[src/rtl/hls_run_sequencer.sv]
// Run controller for a Bambu "main" accelerator: reset, load, start, time, report per run.
// Optional per-run timeout is built when RUN_SEQ_TIMEOUT_EN is defined.
module hls_run_sequencer #(
  parameter int ADDR_W     = 14,
  parameter int DATA_W     = 16,
  parameter int CYC_W      = 32,
  parameter int RUNS_W     = 8,
  parameter int MAX_CYCLES = 200000000,
  parameter int RST_CYCLES = 2
) (
  input  logic              clock,
  input  logic              reset,
  input  logic              go,
  input  logic [RUNS_W-1:0] cfg_runs,
  input  logic [ADDR_W-1:0] cfg_base_addr,
  input  logic [ADDR_W-1:0] cfg_load_beats,
  output logic              busy,
  output logic              err,
  input  logic              ld_valid,
  input  logic [DATA_W-1:0] ld_data,
  output logic              ld_ready,
  output logic              mem_we,
  output logic [ADDR_W-1:0] mem_addr,
  output logic [DATA_W-1:0] mem_wdata,
  output logic [7:0]        mem_size,
  output logic              acc_rst_n,
  output logic              start_port,
  input  logic              done_port,
  output logic              res_valid,
  input  logic              res_ready,
  output logic [RUNS_W-1:0] res_run,
  output logic [1:0]        res_status,
  output logic [CYC_W-1:0]  res_cycles
);

  localparam int BPB   = DATA_W / 8;
  localparam int RST_W = (RST_CYCLES > 1) ? $clog2(RST_CYCLES) : 1;
  localparam logic [1:0] ST_OK      = 2'b00;
`ifdef RUN_SEQ_TIMEOUT_EN
  localparam logic [1:0] ST_TIMEOUT = 2'b01;
  localparam logic [CYC_W-1:0] MAX_C = CYC_W'(MAX_CYCLES);
`endif

  typedef enum logic [2:0] {
    S_IDLE, S_ARST, S_LOAD, S_START, S_RUN, S_REPORT
  } state_t;

  state_t            state_q, state_d;
  logic [RUNS_W-1:0] runs_q, runs_d, run_q, run_d;
  logic [ADDR_W-1:0] base_q, base_d, beats_q, beats_d;
  logic [ADDR_W-1:0] addr_q, addr_d, beat_cnt_q, beat_cnt_d;
  logic [RST_W-1:0]  rst_cnt_q, rst_cnt_d;
  logic [CYC_W-1:0]  cyc_q, cyc_d, cyc_inc;
  logic              busy_q, busy_d, err_q, err_d, ld_ready_q, ld_ready_d;
  logic              acc_rst_n_q, acc_rst_n_d, start_q, start_d;
  logic              res_valid_q, res_valid_d;
  logic [RUNS_W-1:0] res_run_q, res_run_d;
  logic [1:0]        res_status_q, res_status_d;
  logic [CYC_W-1:0]  res_cycles_q, res_cycles_d;
  logic              enter_arst, ld_hs;
  logic [RUNS_W:0]   run_next;

  assign ld_hs     = ld_valid && ld_ready_q;
  assign run_next  = {1'b0, run_q} + (RUNS_W+1)'(1);

  always_comb begin
    state_d      = state_q;
    runs_d       = runs_q;
    run_d        = run_q;
    base_d       = base_q;
    beats_d      = beats_q;
    addr_d       = addr_q;
    beat_cnt_d   = beat_cnt_q;
    rst_cnt_d    = rst_cnt_q;
    cyc_d        = cyc_q;
    err_d        = err_q;
    res_run_d    = res_run_q;
    res_status_d = res_status_q;
    res_cycles_d = res_cycles_q;
    enter_arst   = 1'b0;
`ifdef RUN_SEQ_TIMEOUT_EN
    cyc_inc = cyc_q + CYC_W'(1);
`else
    cyc_inc = (&cyc_q) ? cyc_q : cyc_q + CYC_W'(1);
`endif

    case (state_q)
      S_IDLE: begin
        if (go && (cfg_runs != '0)) begin
          runs_d     = cfg_runs;
          base_d     = cfg_base_addr;
          beats_d    = cfg_load_beats;
          run_d      = '0;
          err_d      = 1'b0;
          enter_arst = 1'b1;
        end
      end
      S_ARST: begin
        if (rst_cnt_q == '0) begin
          beat_cnt_d = '0;
          state_d    = (beats_q == '0) ? S_START : S_LOAD;
        end else begin
          rst_cnt_d = rst_cnt_q - RST_W'(1);
        end
      end
      S_LOAD: begin
        if (ld_hs) begin
          addr_d     = addr_q + ADDR_W'(BPB);
          beat_cnt_d = beat_cnt_q + ADDR_W'(1);
          if (beat_cnt_q == beats_q - ADDR_W'(1)) state_d = S_START;
        end
      end
      S_START: begin
        cyc_d = CYC_W'(1);
        if (done_port) begin
          state_d      = S_REPORT;
          res_cycles_d = CYC_W'(1);
          res_status_d = ST_OK;
        end else begin
          state_d = S_RUN;
        end
      end
      S_RUN: begin
        if (done_port) begin
          state_d      = S_REPORT;
          res_cycles_d = cyc_inc;
          res_status_d = ST_OK;
`ifdef RUN_SEQ_TIMEOUT_EN
        end else if (cyc_inc == MAX_C) begin
          state_d      = S_REPORT;
          res_cycles_d = MAX_C;
          res_status_d = ST_TIMEOUT;
          err_d        = 1'b1;
`endif
        end else begin
          cyc_d = cyc_inc;
        end
      end
      S_REPORT: begin
        if (res_ready) begin
          if ((run_next < {1'b0, runs_q}) && (res_status_q == ST_OK)) begin
            run_d      = run_next[RUNS_W-1:0];
            enter_arst = 1'b1;
          end else begin
            state_d = S_IDLE;
          end
        end
      end
      default: state_d = S_IDLE;
    endcase

    // The write address restarts at the latched base for every run.
    if (enter_arst) begin
      state_d   = S_ARST;
      rst_cnt_d = RST_W'(RST_CYCLES - 1);
      addr_d    = base_d;
    end
    if ((state_d == S_REPORT) && (state_q != S_REPORT)) res_run_d = run_q;

    busy_d      = (state_d != S_IDLE);
    ld_ready_d  = (state_d == S_LOAD);
    start_d     = (state_d == S_START);
    res_valid_d = (state_d == S_REPORT);
    // Accelerator stays in reset after power-up until the first run releases it.
    if (state_d == S_ARST)      acc_rst_n_d = 1'b0;
    else if (state_d == S_IDLE) acc_rst_n_d = acc_rst_n_q;
    else                        acc_rst_n_d = 1'b1;
  end

  always_ff @(posedge clock or negedge reset) begin
    if (!reset) begin
      state_q      <= S_IDLE;
      runs_q       <= '0;
      run_q        <= '0;
      base_q       <= '0;
      beats_q      <= '0;
      addr_q       <= '0;
      beat_cnt_q   <= '0;
      rst_cnt_q    <= '0;
      cyc_q        <= '0;
      busy_q       <= 1'b0;
      err_q        <= 1'b0;
      ld_ready_q   <= 1'b0;
      acc_rst_n_q  <= 1'b0;
      start_q      <= 1'b0;
      res_valid_q  <= 1'b0;
      res_run_q    <= '0;
      res_status_q <= '0;
      res_cycles_q <= '0;
    end else begin
      state_q      <= state_d;
      runs_q       <= runs_d;
      run_q        <= run_d;
      base_q       <= base_d;
      beats_q      <= beats_d;
      addr_q       <= addr_d;
      beat_cnt_q   <= beat_cnt_d;
      rst_cnt_q    <= rst_cnt_d;
      cyc_q        <= cyc_d;
      busy_q       <= busy_d;
      err_q        <= err_d;
      ld_ready_q   <= ld_ready_d;
      acc_rst_n_q  <= acc_rst_n_d;
      start_q      <= start_d;
      res_valid_q  <= res_valid_d;
      res_run_q    <= res_run_d;
      res_status_q <= res_status_d;
      res_cycles_q <= res_cycles_d;
    end
  end

  assign busy       = busy_q;
  assign err        = err_q;
  assign ld_ready   = ld_ready_q;
  assign mem_we     = ld_hs;
  assign mem_addr   = addr_q;
  assign mem_wdata  = ld_ready_q ? ld_data : '0;
  assign mem_size   = 8'(DATA_W);
  assign acc_rst_n  = acc_rst_n_q;
  assign start_port = start_q;
  assign res_valid  = res_valid_q;
  assign res_run    = res_run_q;
  assign res_status = res_status_q;
  assign res_cycles = res_cycles_q;

endmodule

[config.mk]
export PLATFORM = sky130hd
export DESIGN_NAME = hls_run_sequencer
export DESIGN_NICKNAME = d
export VERILOG_FILES = /design/src/rtl/hls_run_sequencer.sv
export SDC_FILE = /design/constraint.sdc
export NUM_CORES = 1
export LEC_CHECK = 0
export CAP_MARGIN = 20
export CORE_MARGIN = 1.5
export CORE_UTILIZATION = 52
export CTS_BUF_LIST = sky130_fd_sc_hd__clkbuf_4 sky130_fd_sc_hd__clkbuf_8 sky130_fd_sc_hd__clkbuf_16
export CTS_CLUSTER_SIZE = 24
export DETAILED_ROUTE_END_ITERATION = 16
export GPL_ROUTABILITY_DRIVEN = 0
export GPL_TIMING_DRIVEN = 1
export PLACE_DENSITY = 0.76
export SLEW_MARGIN = 20
export SYNTH_ARGS = -nofsm -noshare
export SYNTH_HDL_FRONTEND = slang
export SYNTH_SLANG_ARGS = --single-unit
export TNS_END_PERCENT = 1
[constraint.sdc]
create_clock -name clock -period 5.3 [get_ports clock]
set_input_delay 1.59 -clock clock [delete_from_list [all_inputs] [get_ports clock]]
set_output_delay 1.59 -clock clock [all_outputs]
set_load 0.02 [all_outputs]
==> results of run 1 <==
flip-flops by register name, indices dropped and copies added, names as in the netlist:
register	flops
state_q	3
res_run	8
ld_ready	1
runs_q	8
beats_q	14
run_q	8
rst_cnt_q	1
res_valid	1
mem_addr	14
res_cycles	32
busy	1
beat_cnt_q	14
base_q	14
cyc_q	32
start_port	1
acc_rst_n	1
layout make-up:
cell class                 instances  area [µm²]
clock inverter                     7        66.3
multi-input combinational        641        4170
inverter                          25        93.8
fill                            1268        5040
tap                              211         264
sequential                       153        3830
timing repair buffer             141        1390
clock buffer                      25         510
kinds of logic (layout without fill, tap and decap cells):
family / Yosys count / in the layout / share of synthesized area
DFF: 153 / 153 / 0.462
AOI/OAI and AO/OA: 180 / 180 / 0.135
buffers and inverters: 78 / 198 / 0.0428
muxes: 46 / 46 / 0.0612
xor gates and xnor gates: 74 / 74 / 0.0781
other: 2 / 11 / 0.000905
adders and majority gates: 12 / 12 / 0.0181
and+or+nand+nor: 318 / 318 / 0.203
synthesized netlist by cell type (4+ instances only):
| cell type | instances |
|---|---|
| dfrtp_1 | 153 |
| nand2_1 | 99 |
| o21ai_0 | 82 |
| nor2_1 | 60 |
| xor2_1 | 41 |
| mux2_2 | 38 |
| xnor2_1 | 33 |
| nand3_1 | 31 |
| a21oi_1 | 28 |
| clkbuf_1 | 25 |
| inv_1 | 25 |
| and2_1 | 20 |
| and3_1 | 15 |
| buf_2 | 14 |
| nor3_1 | 14 |
| buf_4 | 12 |
| ha_1 | 12 |
| nand4_1 | 12 |
| o31ai_1 | 12 |
| nor4_1 | 10 |
| a31oi_1 | 9 |
| o21ai_1 | 9 |
| mux2i_1 | 8 |
| and4_1 | 6 |
| nor2b_1 | 6 |
| a21o_1 | 5 |
| or4_1 | 5 |
| a22o_1 | 4 |
| nand2b_1 | 4 |
| o211a_1 | 4 |
| or3_1 | 4 |
power groups by stage:
stage	Sequential, W	Combinational [W]	Clock [W]
final	0.00172	0.00155	0.00118
after global routing	0.00176	0.00170	0.00126
after global placement	0.00173	0.00152	0
after CTS	0.00172	0.00156	0.00120
after floorplan	0.00177	0.000938	0
after detailed placement	0.00173	0.00155	0
per-layer routing:
metal | vias up | global-route usage | part of all wire
met1 | 3256 | 0.346 | 0.48
met2 | 218 | 0.369 | 0.45
met5 | - | 0 | 0
li1 | 3248 | - | -
met4 | 0 | 0.0668 | 0.012
met3 | 19 | 0.0483 | 0.063
worst max-delay path, cell delays in order:
cell             delay [ns]
clkdlybuf4s50_1        0.45
nand2_1                0.18
inv_1                  0.14
clkdlybuf4s50_1        0.62
stage by stage:
stage               cells  hold WS, ns
global route         1203        0.495
CTS                  1203        0.485
global placement     1171        0.460
finish               1203        0.476
floorplan             872        0.447
detailed placement   1171        0.469
worst min-delay path by stage:
stage                   startpoint              to  slack, ns  depth (start not counted)
floorplan               base_q[13]      base_q[13]       0.45                          2
global placement     res_cycles[4]   res_cycles[4]       0.46                          2
detailed placement   res_cycles[2]   res_cycles[2]       0.47                          2
CTS                 res_cycles[23]  res_cycles[23]       0.48                          2
global route        res_cycles[30]  res_cycles[30]       0.50                          2
finish              res_cycles[23]  res_cycles[23]       0.48                          2
cells in the final DEF, fill, tap and decap left out, types with 14 or more instances in the layout:
cell type	n
clkdlybuf4s50_1	132
xor2_1	41
dfrtp_1	153
o21ai_0	82
nand2_1	99
and3_1	15
and2_1	20
a21oi_1	28
clkbuf_16	17
nor3_1	14
mux2_2	38
nor2_1	60
xnor2_1	33
nand3_1	31
inv_1	25
==> flow_metrics.env, run 1 <==
export IMPL_outcome="complete, no violations"
export IMPL_num_antenna_cells=0
export IMPL_endpoint_kind="output port"
export IMPL_nNetsFinal=1049
export IMPL_drive_gt1_frac=0.113
export IMPL_synth_edf_count=0
export IMPL_netSwitchingFraction=0.355
export IMPL_hpwl_um=13400
export IMPL_drv_cap=0
export IMPL_hold_buffers=0
export IMPL_post_place_ws_ns=0.745
export IMPL_antenna_found_initial=0
export IMPL_cts_resized=0
export IMPL_root_buffer="clkbuf_16"
export IMPL_design_area_um2=10300
export IMPL_seq_area_frac_synth=0.462
export IMPL_drt_iter0_markers=522
export IMPL_cp_max_fo=4
export IMPL_peakVddDrop_mv=0.345
export IMPL_critPathKind="in2out"
export IMPL_fmax_ghz=0.218
export IMPL_fin_util=0.672
export IMPL_finalSetupViolations=0
export IMPL_power_clock_fraction=0.266
export IMPL_combPwrFrac=0.349
export IMPL_ys_seq_elements=153
export IMPL_dieArea_um2=16700
export IMPL_portBuffers=133
export IMPL_via_per_inst=5.60
export IMPL_maxSlewViolCount=0
export IMPL_grt_overflow=0
export IMPL_dpl_cell_area_um2=9750
export IMPL_ys_types=75
export IMPL_chipHeight_um=129
export IMPL_ioPinCount=145
export IMPL_drc=0
export IMPL_power_switching_w=0.00158
export IMPL_first_pass_iters=7
export IMPL_crit_arrival_ns=2.99
export IMPL_clock_sinks=153
export IMPL_initial_core_util=0.540
export IMPL_finalCriticalPeriod_ns=4.58
export IMPL_core_um2=15400
export IMPL_synth_top_area_share=0.462
export IMPL_post_drt_wl_per_cell_um=16.1
export IMPL_reg2reg_depth=11
export IMPL_grt_first_pass_wirelength_um=31300
export IMPL_p_seq_frac=0.386
export IMPL_power_density_nw_per_um2=431
export IMPL_track_usage=0.239
export IMPL_cp_start_kind="input port"
export IMPL_rows=45
export IMPL_worst_slack_ns=0.719
export IMPL_timing_rr_end="mem_addr[10]"
export IMPL_synthArstFlopShare=1.00
export IMPL_rsz0062_at_grt="no"
export IMPL_yosysWarningCount=0
export IMPL_r2r_slack_ns=1.94
export IMPL_clkLatencyLatePin_ns=0.43
export IMPL_grt_max_degree=98
export IMPL_finalSetupTns_ns=0
export IMPL_path_clk_slew_ns=0.06
export IMPL_cts_tree="built"
export IMPL_synthesis_area_um2=8300
export IMPL_synth_cells=863
export IMPL_ys_top_cells_by_area="dfrtp_1 46%, mux2_2 5.2%, o21ai_0 4.9%"
export IMPL_num_vias=6741
export IMPL_antenna_left=0
export IMPL_internal_power_w=0.00287
export IMPL_fin_crit_sh=0.864
export IMPL_setup_worst_path_end="mem_we"
export IMPL_clock_skew_ns=0.0112
export IMPL_startpoint="ld_valid"
export IMPL_yosysTopAreaCell="dfrtp_1"
export IMPL_crit_required_ns=3.71
export IMPL_grt_pass1_vias=6220
export IMPL_post_cts_repair_setup_buffers=0
export IMPL_syn_area_per_cell_um2=9.61
export IMPL_die_width_um=129
export IMPL_power_total_w=0.00445
export IMPL_leakagePower_nw=4.39
export IMPL_final_hold_viol_count=0
export IMPL_worst_slew_pin_slew_ns=1.07
export IMPL_numCtsBuffers=17
export IMPL_area_delta_synth_final_pct=24.5
export IMPL_htree_num_levels=4
export IMPL_timing_rr_start="run_q[0]"
export IMPL_clock_path_buffers=2
export IMPL_synth_flop_cell="dfrtp_1"
export IMPL_max_slew_margin_rel=0.286
export IMPL_hold_class="reg2reg"
export IMPL_routed_wl_um=19400
(Power assumes the default switching activity.)
==> run 2, diff against run 1 <==
--- a/config.mk
+++ b/config.mk
@@ -5,6 +5,7 @@
 export SDC_FILE = /design/constraint.sdc
 export NUM_CORES = 1
 export LEC_CHECK = 0
+export ABC_AREA = 1
 export CAP_MARGIN = 20
 export CORE_MARGIN = 1.5
 export CORE_UTILIZATION = 52
@@ -13,7 +14,7 @@
 export DETAILED_ROUTE_END_ITERATION = 16
 export GPL_ROUTABILITY_DRIVEN = 0
 export GPL_TIMING_DRIVEN = 1
-export PLACE_DENSITY = 0.76
+export PLACE_DENSITY = 0.75
 export SLEW_MARGIN = 20
 export SYNTH_ARGS = -nofsm -noshare
 export SYNTH_HDL_FRONTEND = slang
==> constraint.sdc (replaced) <==
create_clock -name clock -period 5 [get_ports clock]
set_input_delay 1.5 -clock clock [delete_from_list [all_inputs] [get_ports clock]]
set_output_delay 1.5 -clock clock [all_outputs]
set_load 0.02 [all_outputs]
==> run 2 against run 1 <==
- largest power group unchanged
- utilization is 0.58 points lower
- critical path type unchanged
- worst hold slack got worse by 0.00054 ns
- clock power rose by 13%
- die area grew 2.7%
==> flow_metrics.env, run 2 <==
export IMPL_worst_slew_pin_slew_ns=0.957
export IMPL_synth_edf_count=0
export IMPL_dpl_cell_area_um2=10000
export IMPL_synthArstFlopShare=1.00
export IMPL_cp_max_fo=1
export IMPL_area_delta_synth_final_pct=24.5
export IMPL_antenna_left=0
export IMPL_num_antenna_cells=0
export IMPL_hpwl_um=14900
export IMPL_synth_cells=1119
export IMPL_rows=46
export IMPL_cp_start_kind="input port"
export IMPL_hold_buffers=0
export IMPL_mostFrequentLayoutCells="304 x nand2_1, 153 x dfrtp_1, 132 x clkdlybuf4s50_1"
export IMPL_cts_tree="built"
export IMPL_grt_pass1_vias=7059
export IMPL_busiest_layer="met2"
export IMPL_ys_seq_elements=153
export IMPL_initial_core_util=0.535
export IMPL_timing_rr_start="run_q[0]"
export IMPL_drt_iter0_markers=489
export IMPL_crit_arrival_ns=2.73
export IMPL_first_pass_iters=5
export IMPL_leakagePower_nw=5.02
export IMPL_num_fill_cells=1396
export IMPL_post_drt_wl_per_cell_um=14.2
export IMPL_num_vias=7657
export IMPL_yosysMostFrequentCell="nand2_1"
export IMPL_use_met2=0.439
export IMPL_path_clk_slew_ns=0.06
export IMPL_synthesis_area_um2=8530
export IMPL_met1_usage=0.323
export IMPL_finalSetupViolations=0
export IMPL_ff_latch_area_um2=3830
export IMPL_outcome="complete, no violations"
export IMPL_chipHeight_um=131
export IMPL_design_area_um2=10600
export IMPL_crit_required_ns=3.50
export IMPL_synth_flop_cell="dfrtp_1"
export IMPL_routed_wl_um=20900
export IMPL_max_slew_margin_rel=0.362
export IMPL_track_usage=0.253
export IMPL_r2r_slack_ns=1.86
export IMPL_fin_util=0.666
export IMPL_drc=0
export IMPL_final_hold_viol_count=0
export IMPL_ys_top_cells_by_area="dfrtp_1 45%, nand2_1 13%, inv_1 5.5%"
export IMPL_grt_max_degree=119
export IMPL_grt_overflow=0
export IMPL_seq_area_frac_synth=0.449
export IMPL_grtUsageMet3=0.0507
export IMPL_clock_sinks=153
export IMPL_ys_types=49
export IMPL_synth_top_area_share=0.449
export IMPL_clkLatencyLatePin_ns=0.42
export IMPL_antenna_found_initial=0
export IMPL_timing_rr_end="mem_addr[8]"
export IMPL_peakVddDrop_mv=0.297
export IMPL_portBuffers=133
export IMPL_whs_path_depth=2
export IMPL_nNetsFinal=1313
export IMPL_grt_first_pass_wirelength_um=33700
export IMPL_fmax_ghz=0.237
export IMPL_dieArea_um2=17200
export IMPL_clock_skew_ns=0.00907
export IMPL_endpoint_kind="output port"
export IMPL_core_um2=15900
export IMPL_ioPinCount=145
export IMPL_die_width_um=131
export IMPL_finalCriticalPeriod_ns=4.23
export IMPL_critPathKind="in2out"
export IMPL_post_cts_repair_setup_buffers=0
export IMPL_hold_path_endpoint="res_cycles[19]"
export IMPL_via_per_inst=5.21
export IMPL_yosysWarningCount=0
export IMPL_finalSetupTns_ns=0
export IMPL_htree_num_levels=4
export IMPL_power_density_nw_per_um2=464
export IMPL_root_buffer="clkbuf_16"
export IMPL_maxSlewViolCount=0
export IMPL_fin_crit_sh=0.845
export IMPL_yosysTopAreaCell="dfrtp_1"
export IMPL_hold_start="res_cycles[19]"
export IMPL_drive_gt1_frac=0.0876
export IMPL_holdWs_ns=0.475
export IMPL_hold_class="reg2reg"
export IMPL_multi_input_area_um2=3950
export IMPL_reg2reg_depth=13
export IMPL_clock_path_buffers=2
export IMPL_rsz0062_at_grt="no"
export IMPL_cts_resized=0
export IMPL_syn_area_per_cell_um2=7.62
export IMPL_drv_cap=0
export IMPL_layout_commonest_cell="nand2_1"
export IMPL_numCtsBuffers=17
export IMPL_synth_common_cells="304 x nand2_1, 153 x dfrtp_1, 126 x inv_1"
[run 2: cell count changes after synthesis, sizes merged, moves of 19 or more]
cell	previous run	this run
nor2	62	95
mux2	38	6
inv	25	144
xnor2	33	12
nand3	34	97
xor2	41	20
nand2	100	311
and2	20	1
[run 2: worst max-delay path, cell delays in order]
cell and delay, ns:
clkdlybuf4s50_1 0.46, nand2_1 0.07, inv_1 0.09, clkdlybuf4s50_1 0.60
[run 2: final cells by class]
| type | count | share of cell area |
|---|---|---|
| repair buffers | 140 | 0.133 |
| flip-flops and latches | 153 | 0.361 |
| clock inverters | 11 | 0.0138 |
| inverters | 146 | 0.0516 |
| clock buffers | 20 | 0.0434 |
| well taps | 216 | 0.0255 |
| multi-input cells | 785 | 0.372 |
[run 2: logic make-up after synthesis]
group,after synthesis,synth area share
buffers and inverters,190,0.0929
adders and majority gates,12,0.0176
xor gates and xnor gates,32,0.0329
muxes,7,0.00910
DFF,153,0.449
and+or+nand+nor,577,0.306
AOI/OAI and AO/OA,146,0.0921
other,2,0.000881
[run 2: power by group]
group          leakage [nW]  internal (W)  switching [W]  total (W)
clock                 0.296      0.000814       0.000512    0.00133
sequential             1.99       0.00155       0.000259    0.00181
combinational          2.73      0.000697        0.00109    0.00179
[run 2: layer usage]
layer / routed length (µm) / part of all wire
met1: 9230 / 0.44
met2: 10200 / 0.49
met4: 250 / 0.012
met5: 0 / 0
met3: 1210 / 0.058
[run 2: through the flow]
stage	instances	setup WS (ns)	total power [W]
after global routing	1471	0.709	0.00526
after floorplan	1128	1.81	0.00296
after global placement	1440	0.798	0.00357
after CTS	1471	0.764	0.00496
after detailed placement	1440	0.761	0.00361
final	1471	0.773	0.00493
[run 2: how the worst max path moves through the flow]
stage | startpoint | end | slack [ns] | cells after the start
6_report | ld_data[8] | mem_wdata[8] | 0.77 | 4
5_1_grt | ld_data[8] | mem_wdata[8] | 0.71 | 4
4_1_cts | ld_data[8] | mem_wdata[8] | 0.76 | 4
3_5_place_dp | ld_data[8] | mem_wdata[8] | 0.76 | 4
3_3_place_gp | ld_data[8] | mem_wdata[8] | 0.80 | 4
2_1_floorplan | ld_data[10] | mem_wdata[10] | 1.81 | 2
